===== src/rtl/multi_chan_trig.sv =====
// Multi-channel edge/level trigger with AND/OR combining, match-length qualifier
// and an idle/armed/triggered control FSM.
module multi_chan_trig #(
    parameter int unsigned NUM_CH  = 4,
    parameter int unsigned MATCH_W = 8
) (
    input  logic                clk,
    input  logic                rst_n,
    input  logic                arm,
    input  logic                disarm,
    input  logic [NUM_CH-1:0]   ch_h,
    input  logic [NUM_CH-1:0]   ch_l,
    input  logic [5*NUM_CH-1:0] trig_cfg,
    input  logic                or_mode,
    input  logic [MATCH_W-1:0]  match_len,
    output logic                armed,
    output logic                triggered,
    output logic                trig_pulse,
    output logic [NUM_CH-1:0]   ch_match
);

    typedef enum logic [1:0] {StIdle, StArmed, StTriggered} state_e;

    state_e             state_q, state_d;
    logic [NUM_CH-1:0]  h_q, h_qq, l_q, l_qq;
    logic [NUM_CH-1:0]  eh_q, eh_d, el_q, el_d;
    logic [NUM_CH-1:0]  rise_h, rise_l;
    logic [MATCH_W-1:0] cnt_q, cnt_d;
    logic [MATCH_W:0]   cnt_inc, eff_len;
    logic               pulse_q, pulse_d;
    logic               cond, fire;

    assign rise_h = h_q & ~h_qq;
    assign rise_l = l_q & ~l_qq;

    // cfg0 is a forced match in AND mode only.
    always_comb begin
        ch_match = '0;
        for (int i = 0; i < NUM_CH; i++) begin
            ch_match[i] = (trig_cfg[5*i+4] & (eh_q[i] | rise_h[i]))
                        | (trig_cfg[5*i+3] & (el_q[i] | rise_l[i]))
                        | (trig_cfg[5*i+2] & h_q[i])
                        | (trig_cfg[5*i+1] & l_q[i])
                        | (~or_mode & trig_cfg[5*i]);
        end
    end

    assign cond    = or_mode ? |ch_match : &ch_match;
    assign eff_len = (match_len == '0) ? (MATCH_W+1)'(1) : {1'b0, match_len};
    assign cnt_inc = {1'b0, cnt_q} + (MATCH_W+1)'(1);
    assign fire    = cond && (cnt_inc >= eff_len);

    always_ff @(posedge clk) begin
        if (!rst_n) begin
            state_q <= StIdle;
            h_q     <= '0;
            h_qq    <= '0;
            l_q     <= '0;
            l_qq    <= '0;
            eh_q    <= '0;
            el_q    <= '0;
            cnt_q   <= '0;
            pulse_q <= 1'b0;
        end else begin
            state_q <= state_d;
            h_q     <= ch_h;
            h_qq    <= h_q;
            l_q     <= ch_l;
            l_qq    <= l_q;
            eh_q    <= eh_d;
            el_q    <= el_d;
            cnt_q   <= cnt_d;
            pulse_q <= pulse_d;
        end
    end

    // Disarm has priority; arm while armed restarts without triggering.
    always_comb begin
        state_d = state_q;
        if (disarm) begin
            state_d = StIdle;
        end else begin
            case (state_q)
                StIdle:      if (arm) state_d = StArmed;
                StArmed:     if (!arm && fire) state_d = StTriggered;
                StTriggered: if (arm) state_d = StArmed;
                default:     state_d = StIdle;
            endcase
        end
    end

    // Count and sticky flags; count defaults to zero outside a qualifying run.
    always_comb begin
        eh_d    = eh_q;
        el_d    = el_q;
        cnt_d   = '0;
        pulse_d = 1'b0;
        if (arm || disarm) begin
            eh_d = '0;
            el_d = '0;
        end else if (state_q == StArmed) begin
            eh_d = eh_q | rise_h;
            el_d = el_q | rise_l;
            if (fire) begin
                pulse_d = 1'b1;
            end else if (cond) begin
                cnt_d = cnt_inc[MATCH_W-1:0];
            end
        end
    end

    always_comb begin
        armed      = (state_q == StArmed);
        triggered  = (state_q == StTriggered);
        trig_pulse = pulse_q;
    end

endmodule


===== config.mk =====
export PLATFORM = sky130hd
export DESIGN_NAME = multi_chan_trig
export DESIGN_NICKNAME = d
export VERILOG_FILES = /design/src/rtl/multi_chan_trig.sv
export SDC_FILE = /design/constraint.sdc
export NUM_CORES = 1
export LEC_CHECK = 0
export BUFFER_PORTS_ARGS = -buffer_cell sky130_fd_sc_hd__buf_2
export CORE_ASPECT_RATIO = 1.4
export CORE_MARGIN = 2
export CORE_UTILIZATION = 48
export CTS_BUF_LIST = sky130_fd_sc_hd__clkbuf_8
export DETAILED_ROUTE_END_ITERATION = 10
export GPL_TIMING_DRIVEN = 0
export PLACE_DENSITY_LB_ADDON = 0.2
export SLEW_MARGIN = 20
export SYNTH_ARGS = -nofsm -noshare
export SYNTH_HDL_FRONTEND = slang
export SYNTH_SLANG_ARGS = --single-unit

===== constraint.sdc =====
create_clock -name clk -period 2.35 [get_ports clk]
set_clock_uncertainty 0.05 [all_clocks]
set_input_delay 0.3525 -clock clk [delete_from_list [all_inputs] [get_ports clk]]
set_output_delay 0.3525 -clock clk [all_outputs]
set_load 0.03 [all_outputs]

==> flow_results.org, run 1 <==
** Yosys
- Summing the sequential cell areas from Yosys gives a little over two fifths of the chip area.
- Number of distinct library cell variants in the gate-level netlist after synthesis :: 35
- Cell area after synthesis :: roughly 0.0016 sq mm
- Post-synthesis compound-gate area fraction :: 15.88%
- Summed over its instances, the top area cell type makes up 43.82% of the synthesized netlist area.
- Syn_nets :: between 200 and 250
- After Yosys synthesis, XOR and XNOR cells account for under 10% of the synthesized area.
- Cell types occupying the most area after synthesis :: dfxtp_1 (44%), ha_1 (7.0%), and2_1 (6.7%)
- The biggest area contributor in the post-synthesis netlist is dfxtp_1.
- The cell count after synthesis came out at 163.
- In this run, synthesis produced a sequential element count of 35.
- Of the total synthesized cell area, the portion taken by full adders, half adders and majority gates is 7.042%.
- Top FF cell, synth :: dfxtp_1
- Yosys mapped a number of flops with a built-in enable equal to 0.
- After synthesis, the share of cell area in mux cells is 0%.
- Synth cell count leaders :: dfxtp_1 (35), and2_1 (17), a21oi_1 (10), inv_1 (10), nor2_1 (10)
- YS warnings :: 0
- dfxtp_1 is the most common cell in the netlist.
- The synthesized netlist devotes approximately 27% of its cell area to simple gates.
- After synthesis, the largest family of logic cells by area is simple AND/OR/NAND/NOR gates.
- For this run, asynchronously set or reset flops after synthesis account for 0%.
- Each instance of the synthesized netlist takes up on average between 9 and 10 sq um.

** Placed design
- The HPWL after detailed placement is about 2600 um.
- Timing analysis after detailed placement gives a worst setup slack of -0.4195 ns.
- Port buffer count :: between 40 and 50
- Routability-driven placement finished with a final weighted congestion of ~0.75.

** Floorplan
- I/O pin cnt :: 48
- Once the floorplan was initialized, standard cells occupied 50.71% of the core.
- Die span in x :: approximately 53 um
- Die extent in y :: about 72 um
- Core outline area :: between 0.003 and 0.004 sq mm
- Die area :: approximately 0.0038 sq mm
- Row count :: 24

** Clock tree
- CTS saw 35 sinks.
- Clk slew on worst S/H paths :: approximately 0.07 ns
- Root buffer cell :: clkbuf_8
- Deepest level of the CTS H-tree :: 2
- The number of clock buffers added by TritonCTS is 5.
- Clock latency on the worst-skew pair, taken at its later pin, is 0.28 ns.
- Counting along the longest clock path gives a buffer depth of 2.
- CTS tree :: done

** Routing
- In the routed layout, each cell is associated on average with a via count of between 5 and 6.
- Final wirelength :: roughly 3300 um
- Number of design rule violations left after detail routing :: 0
- The first detailed-routing pass took 4 iterations.
- In the final routed layout, each cell accounts on average for about 13 um.
- First DRT Iteration DRCs :: 33
- The detail route stage leaves a number of antenna-violating nets equal to 0.
- Across all layers, the routed design uses 1343 vias.

** Timing
- Post-route setup TNS :: 0 ns
- Worst Tran Pin Value :: roughly 0.44 ns
- Number of hold violations in the final report :: 0
- Slew margin rel. :: a little over two thirds
- Worst Slack Setup Final :: 0.08828 ns
- Setup violations remaining at the end of the flow were counted as 0.
- RSZ-0062 raised after global routing :: true
- Dividing the final minimum period by the clock period gives between 90% and 100%.
- The number of pins exceeding their max-slew limit in the final report came to 0.
- Final hold slack :: around 0.23 ns
- Static timing analysis puts the maximum clock frequency at between 400 and 500 MHz.
- Post-route minimum period :: about 2.3 ns

** Layout
- Fillers :: ~280
- Growth of design area from synthesis to finish :: 29.03%
- The final layout contains between 200 and 300 nets.
- Layout cells sized above 1 :: between 30% and 40%
- ANT cells :: 0

** Critical path
- The worst setup path is captured at a register.
- Setup crit start kind :: primary input
- The worst setup path is of the in -> reg kind.
- Largest fanout on the critical path :: 8
- Worst Path Arrival :: ~2.4 ns
- STA puts the critical path data required time at about 2.5 ns.

** Flow run
- The tool flagged a number of max-cap violations equal to 0.

** Outcome
- Result of the run :: completed

** Pwr
- Leakage power total :: 0.9309 nW
- The worst-case IR drop observed on VDD is 0.6237 mV.
- In this run the power density over the cells is 592.4 mW/mm^2.
- Pwr Total :: around 1.2 mW

** Global route
- The initial antenna violation count came to 0.
- Overall fraction of global-route tracks in use :: a little under a fifth
- Wire length of the first global-routing pass :: ~5500 um
- The number of global-route vias before repair was 1394.
- Grt total ovfl :: 0
- Maximum number of pins on one net before global-route repair :: 11

** Worst hold path
- Kind of path behind the tightest hold check :: in -> reg
[logic make-up after synthesis]
logic type,count (synthesis)
flops,35
simple gates,65
compound gates,35
xor+xnor,6
fa+ha+maj,9
buf+inv,13
[worst paths after layout]
path                      from        to  slack [ns]  cells past startpoint
setup / recovery  match_len[5]  cnt_q[7]        0.09                     10
hold / removal         ch_l[3]    l_q[3]        0.23                      2
setup reg to reg      cnt_q[1]  cnt_q[7]        0.11                     11
hold reg to reg        eh_q[3]   eh_q[3]        0.42                      2
[layout make-up]
| cell class | count | area [sq um] | area share [%] |
|---|---|---|---|
| multi-input cells | 115 | 902.1 | 43.72 |
| flip-flops and latches | 35 | 706.9 | 34.26 |
| repair buffers | 49 | 256.5 | 12.43 |
| clock buffers | 7 | 96.34 | 4.669 |
| well taps | 39 | 48.80 | 2.365 |
| inverters | 10 | 37.54 | 1.819 |
| plain buffers | 3 | 11.26 | 0.5458 |
| clock inverters | 1 | 3.754 | 0.1819 |
[sequential cells by signal (all words and copies together) (netlist names)]
signal	flops
cnt_q	8
eh_q	4
el_q	4
h_q	4
h_qq	4
l_q	4
l_qq	4
state_q	2
trig_pulse	1
[per-stage QoR]
stage          cell area (sq um)  cells  util, %
4_1_cts                     2033    258    64.48
3_3_place_gp                1883    249    59.72
2_1_floorplan               1599    163        -
3_5_place_dp                1883    249    59.72
5_1_grt                     2063    259    65.44
6_report                    2063    259    65.44
[layer usage]
layer,vias up,track usage [%],wire (um)
li1,677,-,-
met1,623,19.37,1256
met2,39,36.39,1835
met3,4,3.909,155
met4,0,8.262,40
met5,-,0,0
[critical path, cell delays in order]
cell	delay (ns)
buf_2	0.12
nor4_4	0.26
a41o_1	0.19
ha_1	0.22
nand2b_4	0.14
a2111o_1	0.37
a31o_1	0.22
a21oi_4	0.17
nand3_4	0.16
nor3b_2	0.21
[cell usage in the layout, fill, tap and decap left out, types with 2 or more instances in the layout]
cell,netlist,routed
a21oi_1,10,9
a222oi_1,4,4
and2_1,17,17
and3_1,2,2
buf_2,0,46
buf_4,0,2
clkbuf_1,3,3
clkbuf_8,0,7
dfxtp_1,35,32
dfxtp_2,0,2
ha_1,9,7
inv_1,10,11
nand2_1,4,3
nand2b_1,2,2
nand3_1,7,7
nor2_1,10,9
nor2b_1,9,9
nor3b_2,7,7
o21ai_0,9,9
xnor2_1,4,3
xor2_1,2,2
[power breakdown]
part | internal [mW] | leakage [nW] | switching [mW] | total, mW
registers | 0.607 | 0.287 | 0.00730 | 0.614
clock network | 0.263 | 0.0557 | 0.195 | 0.458
logic | 0.0666 | 0.588 | 0.0838 | 0.150
[repair_timing]
action	4_1_cts	5_1_grt
setup buffers	1	1
setup endpoints to repair	11	11
pin swaps	11	8
hold buffers	0	0
resized for setup	9	8
gates cloned	0	0
No activity file was read; power rests on OpenSTA's default activity.
==> inputs of run 2 (changes only) <==
--- a/config.mk
+++ b/config.mk
@@ -8,7 +8,7 @@
 export BUFFER_PORTS_ARGS = -buffer_cell sky130_fd_sc_hd__buf_2
 export CORE_ASPECT_RATIO = 1.4
 export CORE_MARGIN = 2
-export CORE_UTILIZATION = 48
+export CORE_UTILIZATION = 57
 export CTS_BUF_LIST = sky130_fd_sc_hd__clkbuf_8
 export DETAILED_ROUTE_END_ITERATION = 10
 export GPL_TIMING_DRIVEN = 0
==> constraint.sdc (replaced) <==
create_clock -name clk -period 2.7 [get_ports clk]
set_clock_uncertainty 0.05 [all_clocks]
set_input_delay 0.405 -clock clk [delete_from_list [all_inputs] [get_ports clk]]
set_output_delay 0.405 -clock clk [all_outputs]
set_load 0.03 [all_outputs]
==> flow_results.org, run 2 (synthesized netlist as in run 1, its figures left out) <==
** Timing
- Timing would allow up to around 390 MHz.
- The max-slew headroom at the worst pin is 70.68% (-0.12 points).
- Dividing the final minimum period by the clock period gives a little over nine tenths.
- Post-route minimum period :: 2.543 ns
- The transition at the pin with the smallest max-transition slack is 0.4398 ns (+0.001804 ns).
- Setup repair after global routing left no endpoint under its margin.
- Max-slew violation total from the final report :: 0 (unchanged)
- The setup violation total in the final timing report came to 0 (unchanged).
- The hold violation count in the final report is 0 (unchanged).
- Worst Slack Setup Final :: 0.1571 ns (+0.06882 ns)

** Critical path
- Endpoint of the worst-slack reg-to-reg timing path :: cnt_q[5]
- Reg2reg setup slack :: 0.18 ns (+0.07 ns)
- CP endpoint kind :: register
- The worst setup path is of the in -> reg kind.
- In this run the worst setup path terminates at cnt_q[5].
- In this run the critical register-to-register path is launched from cnt_q[0].
- STA classifies the critical path startpoint as a primary input.
- The maximum fanout along the worst path is 8 (unchanged).
- Worst Reg-to-Reg Cells :: 11 (unchanged)
- Launch point of the worst path :: match_len[4]
- The data arrival time at the worst-slack endpoint is 2.70 ns (+0.28 ns).
- Endpoint required time on the critical path :: 2.86 ns (+0.35 ns)

** Placed design
- The routability-driven placement congestion ratio was 0.7470 (-0.86%).
- The setup slack at placement is -0.1462 ns (+0.2733 ns).
- The total placed instance area came to 0.001879 sq mm (-0.20%).
- The post-DP HPWL was 2526 um (-3.0%).
- The number of I/O port buffers was 47 (unchanged).

** Global route
- Number of antenna violations at the first check in global routing :: 0 (unchanged)
- Overall fraction of global-route tracks in use :: 21.93% (+2.7 points)
- The global-route wire length before repair is 5340 um (-3.4%).
- The number of global-route vias before repair was 1291 (-7.4%).
- The pin count of the biggest net entering global routing was 11 (unchanged).
- The total overflow reported by the global router came to 0 (unchanged).

** Flow run
- Max-cap viol count :: 0 (unchanged)

** Clock tree
- TritonCTS built the clock tree.
- Number of buffers inserted during clock tree synthesis :: 5 (unchanged)
- The clock-pin transition on the worst setup and hold timing paths is 0.06 ns (about the same).
- The depth of the CTS H-tree is 2 (unchanged).
- Clock latency at the later pin of the worst-skew pair :: 0.28 ns (about the same)
- Buffer depth of the longest clock path :: 2 (unchanged)
- The number of sinks handled by clock tree synthesis was 35 (unchanged).
- Root buffer cell :: clkbuf_8

** Floorplan
- The die outline height is 66.67 um (-7.8%).
- Row count :: 22 (-8.3%)
- The core area came to 0.002643 sq mm (-16%).
- The die footprint is 0.003251 sq mm (-15%).
- The floorplan die width was 48.77 um (-7.6%).
- The number of I/O pins is 48 (unchanged).
- Initial Util :: 60.51% (+9.8 points)

** Pwr
- Leakage power total :: 0.8968 nW (-3.7%)
- The post-layout total power came to 1.029 mW (-16%).
- The power density relative to cell area came to 522.7 mW/mm^2 (-12%).
- IR drop worst, VDD :: 0.4429 mV (-29%)

** Routing
- The overall routed net length was 3165 um (-3.7%).
- The iteration count of the initial detailed-routing pass came to 4 (unchanged).
- The number of vias per cell came to 5.241 (+1.1%).
- The number of nets with antenna violations after detailed routing was 0 (unchanged).
- DR vias :: 1326 (-1.3%)
- Average wire per cell in the routed design :: 12.51 um (-1.4%)
- The detailed-route DRC error count is 0 (unchanged).
- The violation count after the first detailed-routing iteration is 26 (-21%).

** Worst hold path
- Worst Hold Depth :: 2 (unchanged)
- The path class of the tightest hold or removal check is in -> reg.

** Layout
- Layout cells sized above 1 :: 32.26% (-5.0 points)
- Register with the most flip-flops :: cnt_q
- Most frequent standard cell in the layout excluding fill and tap cells :: buf_2
- Number of flip-flops under the largest register name :: 8 (unchanged)
- Final Instance Area :: 0.001968 sq mm (-4.6%)
- The number of nets in the layout was 267 (-0.74%).
- The final-layout fill cell count is 206 (-25%).
- Growth of design area from synthesis to finish :: 23.08%
- The antenna diode instance count was 0 (unchanged).
- Top library cells by usage in the layout, fill and taps aside :: buf_2 (47), dfxtp_1 (34), and2_1 (17)

** Outcome
- Result of the run :: completed
run 2: cell types whose count changed in the layout (fill, tap and decap cells not counted), sizes merged:
| cell | previous run | this run |
|---|---|---|
| buf | 49 | 47 |
| clkbuf | 10 | 9 |
| clkinv | 0 | 1 |
| inv | 11 | 10 |
run 2: metal layers:
metal / routed length, um / GRT usage, %
met1: 1247 / 20.96
met2: 1709 / 42.12
met3: 149 / 5.605
met4: 59 / 12.50
met5: 0 / 0
run 2: worst min-delay path by stage:
stage	start	to	slack (ns)
after floorplan	eh_q[0]	eh_q[0]	0.38
after global placement	eh_q[0]	eh_q[0]	0.39
after detailed placement	eh_q[2]	eh_q[2]	0.41
after CTS	ch_l[2]	l_q[2]	0.27
after global routing	ch_l[0]	l_q[0]	0.28
final	ch_l[2]	l_q[2]	0.28
run 2: stage by stage:
stage                     cells  hold slack [ns]  TNS, ns  utilization, %
after CTS                   253           0.2670        0           74.43
final                       253           0.2776        0           74.48
after floorplan             163           0.3816        0               -
after global placement      246           0.3945  -0.2451           71.12
after global routing        253           0.2762        0           74.48
after detailed placement    246           0.4093   -1.006           71.12
run 2: power by group:
group / switching, mW / internal (mW) / total (mW) / leakage [nW]
clock: 0.167 / 0.200 / 0.367 / 0.0470
sequential: 0.00646 / 0.529 / 0.536 / 0.286
combinational: 0.0704 / 0.0559 / 0.126 / 0.564
run 2: cell type report:
cell class                      count  area [sq um]  share of cell area [%]
Sequential cell                    35         701.9                   35.66
Tap cell                           36         45.04                   2.289
Buffer                              3         11.26                  0.5722
Multi-Input combinational cell    115         849.6                   43.17
Inverter                           10         37.54                   1.907
Clock inverter                      1         5.005                  0.2543
Clock buffer                        6         82.58                   4.196
Timing Repair Buffer               47         235.2                   11.95
run 2: repair_timing:
action                                  CTS  global route
endpoints found under the setup margin    0             7
hold buffers                              0             0
setup buffers                             0             0
gates resized for setup                   0             1
run 2: worst max-delay path, stage by stage:
cell,delay (ns)
buf_2,0.11
nor4_1,0.37
a41o_1,0.23
ha_1,0.22
nand2b_4,0.13
a2111o_1,0.40
a31o_1,0.26
a21oi_4,0.20
nand3_4,0.17
nor3b_2,0.21
==> inputs of run 3 (changes only) <==
--- a/config.mk
+++ b/config.mk
@@ -7,7 +7,6 @@
 export LEC_CHECK = 0
 export BUFFER_PORTS_ARGS = -buffer_cell sky130_fd_sc_hd__buf_2
 export CORE_ASPECT_RATIO = 1.4
-export CORE_MARGIN = 2
 export CORE_UTILIZATION = 57
 export CTS_BUF_LIST = sky130_fd_sc_hd__clkbuf_8
 export DETAILED_ROUTE_END_ITERATION = 10
==> flow_results.org, run 3 (synthesized netlist as in run 1, its figures left out) <==
** Outcome
- Result of the run :: completed

** Clock tree
- Clk slew on worst S/H paths :: 0.06 ns (about the same)
- Clock latency at the later pin of the worst-skew pair :: 0.29 ns (about the same)
- The depth of the CTS H-tree was 2 (unchanged).
- Number of setup buffers added after CTS :: 0 (unchanged)
- The count of hold-fix buffers inserted at cts was 0 (unchanged).
- TritonCTS built the clock tree.
- The cell sitting at the root of the clock tree is a clkbuf_8.
- Buffer depth of the longest clock path :: 2 (unchanged)
- Clk sink count :: 35 (unchanged)
- The total CTS buffers was 5 (unchanged).

** Routing
- First DRT Iteration DRCs :: 28 (+7.7%)
- Final wirelength :: 3189 um (+0.76%)
- First-pass iteration count of the detailed router :: 4 (unchanged)
- The detailed-route DRC error count is 0 (unchanged).
- Vias per std cell :: 5.276 (+0.66%)
- The number of nets with antenna violations after detailed routing came to 0 (unchanged).
- Average wire per cell in the routed design :: 12.56 um (+0.36%)
- The count of vias placed by the detailed router was 1340 (+1.1%).

** Critical path
- In this run the critical register-to-register path is captured at cnt_q[3].
- Endpoint required time on the critical path :: 2.87 ns (about the same)
- Crit path to :: cnt_q[3]
- Critical path cell sequence :: buf_2 -> nor4_1 -> a41o_1 -> ha_1 -> nand2b_4 -> a2111o_1 -> a31o_1 -> a21oi_4 -> nand3_4 -> nor3b_2
- Reg2reg setup slack :: 0.21 ns (+0.03 ns)
- Worst Path Arrival :: 2.68 ns (-0.02 ns)
- CP endpoint kind :: register
- The worst-case reg-to-reg path depth came to 11 (unchanged).
- The maximum fanout along the worst path is 8 (unchanged).
- Launch point of the worst path :: match_len[4]
- By startpoint and endpoint, the worst setup path is classified as in -> reg.
- The slowest stage of the critical path is the a2111o_1 cell.
- Max stage delay on crit path :: 0.41 ns (about the same)
- Setup crit start kind :: primary input
- The startpoint identified for the worst register-to-register timing path is cnt_q[0].

** Global route
- Wire length of the first global-routing pass :: 5106 um (-4.4%)
- Overall fraction of global-route tracks in use :: 24.37% (+2.4 points)
- Via count of the first global-routing pass :: 1290 (-0.077%)
- The pin count of the biggest net entering global routing is 11 (unchanged).
- Number of antenna violations at the first check in global routing :: 0 (unchanged)
- The total overflow reported by the global router is 0 (unchanged).

** Floorplan
- Die extent in y :: 64.67 um (-3.0%)
- Die span in x :: 46.77 um (-4.1%)
- I/O pin cnt :: 48 (unchanged)
- The effective utilization at floorplan is 60.51% (unchanged).
- Die area :: 0.003024 sq mm (-7.0%)
- The number of placement rows is 22 (unchanged).
- Core outline area :: 0.002643 sq mm (unchanged)

** Layout
- ANT cells :: 0 (unchanged)
- The cell area after layout is 0.001983 sq mm (+0.76%).
- The area growth from synthesis to layout is 24.02%.
- Most frequent standard cell in the layout excluding fill and tap cells :: buf_2
- The number of flip-flops in the largest register is 8 (unchanged).
- Fillers :: 206 (unchanged)
- The library cells used most frequently in the layout, excluding fill and tap cells, are buf_2 (47), dfxtp_1 (34), and2_1 (17).
- The fraction of final layout cells with drive strength greater than 1 was 32.57% (+0.31 points).
- Register with the most flip-flops :: cnt_q
- Post-layout nets :: 267 (unchanged)

** Placed design
- Pre-CTS setup slack :: -0.1416 ns (+0.004619 ns)
- The routability-driven placement congestion ratio was 0.7792 (+4.3%).
- The number of I/O port buffers is 47 (unchanged).
- Placed Instance Area :: 0.001879 sq mm (unchanged)
- Detailed Place HPWL :: 2499 um (-1.1%)

** Timing
- Worst Tran Pin Value :: 0.4396 ns (-0.0002027 ns)
- Period Utilization, post-route :: 93.10% (-1.1 points)
- Post-route minimum period :: 2.514 ns (-0.02915 ns)
- Worst Slack Setup Final :: 0.1862 ns (+0.02915 ns)
- Number of hold violations in the final report :: 0 (unchanged)
- Max-slew violation total from the final report :: 0 (unchanged)
- The max-slew headroom at the worst pin is 70.69% (about the same).
- Endpoints failing setup :: 0 (unchanged)
- Fmax :: 397.8 MHz (+1.2%)
- Setup repair after global routing left no endpoint under its margin.

** Pwr
- The power density relative to cell area is 537.0 mW/mm^2 (+2.7%).
- Leakage power total :: 0.9023 nW (+0.61%)
- The worst ir drop on vdd was 0.4419 mV (-0.23%).

** Flow run
- The number of maximum-capacitance violations was 0 (unchanged).

** Worst hold path
- The tightest min-delay check is of the in -> reg type.
-- run 3: cell count changes in the layout (fill, tap and decap cells not counted), sizes merged --
cell	delta
clkbuf	+1
clkinv	-1
inv	+1
-- run 3: worst min path at each step --
stage                 start      end  slack (ns)  depth (start not counted)
floorplan           eh_q[0]  eh_q[0]        0.38                          2
global placement    eh_q[0]  eh_q[0]        0.39                          2
detailed placement  el_q[0]  el_q[0]        0.40                          2
CTS                 ch_l[2]   l_q[2]        0.27                          2
global route        ch_h[3]   h_q[3]        0.27                          2
finish              ch_l[2]   l_q[2]        0.27                          2
-- run 3: routing by layer --
| layer | up-vias | global-route usage [%] | routed length (um) | part of all wire, % |
|---|---|---|---|---|
| met1 | 621 | 22.04 | 1165 | 37 |
| met5 | - | 0 | 0 | 0 |
| met4 | 0 | 9.643 | 58 | 1.8 |
| met2 | 37 | 46.01 | 1822 | 57 |
| li1 | 677 | - | - | - |
| met3 | 5 | 7.799 | 142 | 4.5 |
-- run 3: final cells by class --
class / count / area (sq um) / area share (%)
timing repair buffer: 47 / 235.2 / 11.86
clock buffer: 7 / 96.34 / 4.858
multi-input combinational: 115 / 852.1 / 42.97
sequential: 35 / 701.9 / 35.39
clock inverter: 1 / 3.754 / 0.1893
tap: 36 / 45.04 / 2.271
buffer: 3 / 11.26 / 0.5678
inverter: 10 / 37.54 / 1.893
-- run 3: critical path, delay by kind of cell --
kind                     cells  cell delay [ns]
AO/OA/AOI/OAI                4             1.08
adder cells (fa/ha/maj)      1             0.22
buffers and inverters        1             0.10
AND/OR/NAND/NOR              4             0.87
-- run 3: power by group --
group / internal, mW / total, mW / switching, mW
clock: 0.229 / 0.403 / 0.174
combinational: 0.0559 / 0.127 / 0.0707
sequential: 0.529 / 0.536 / 0.00643
total: 0.814 / 1.07 / 0.251
-- run 3: timing repair --
action,in CTS,in global routing
endpoints found under the hold margin,0,0
endpoints found under the setup margin,0,7
gates resized for setup,0,2
-- run 3: per-stage QoR --
step | power [mW] | TNS [ns] | hold WS, ns | util [%] | instances
2_1_floorplan | 0.6217 | 0 | 0.3816 | - | 163
3_3_place_gp | 0.6677 | -0.2446 | 0.3945 | 71.12 | 246
3_5_place_dp | 0.6735 | -0.9724 | 0.4015 | 71.12 | 246
4_1_cts | 1.073 | 0 | 0.2680 | 74.91 | 254
5_1_grt | 1.110 | 0 | 0.2689 | 75.05 | 254
6_report | 1.065 | 0 | 0.2722 | 75.05 | 254
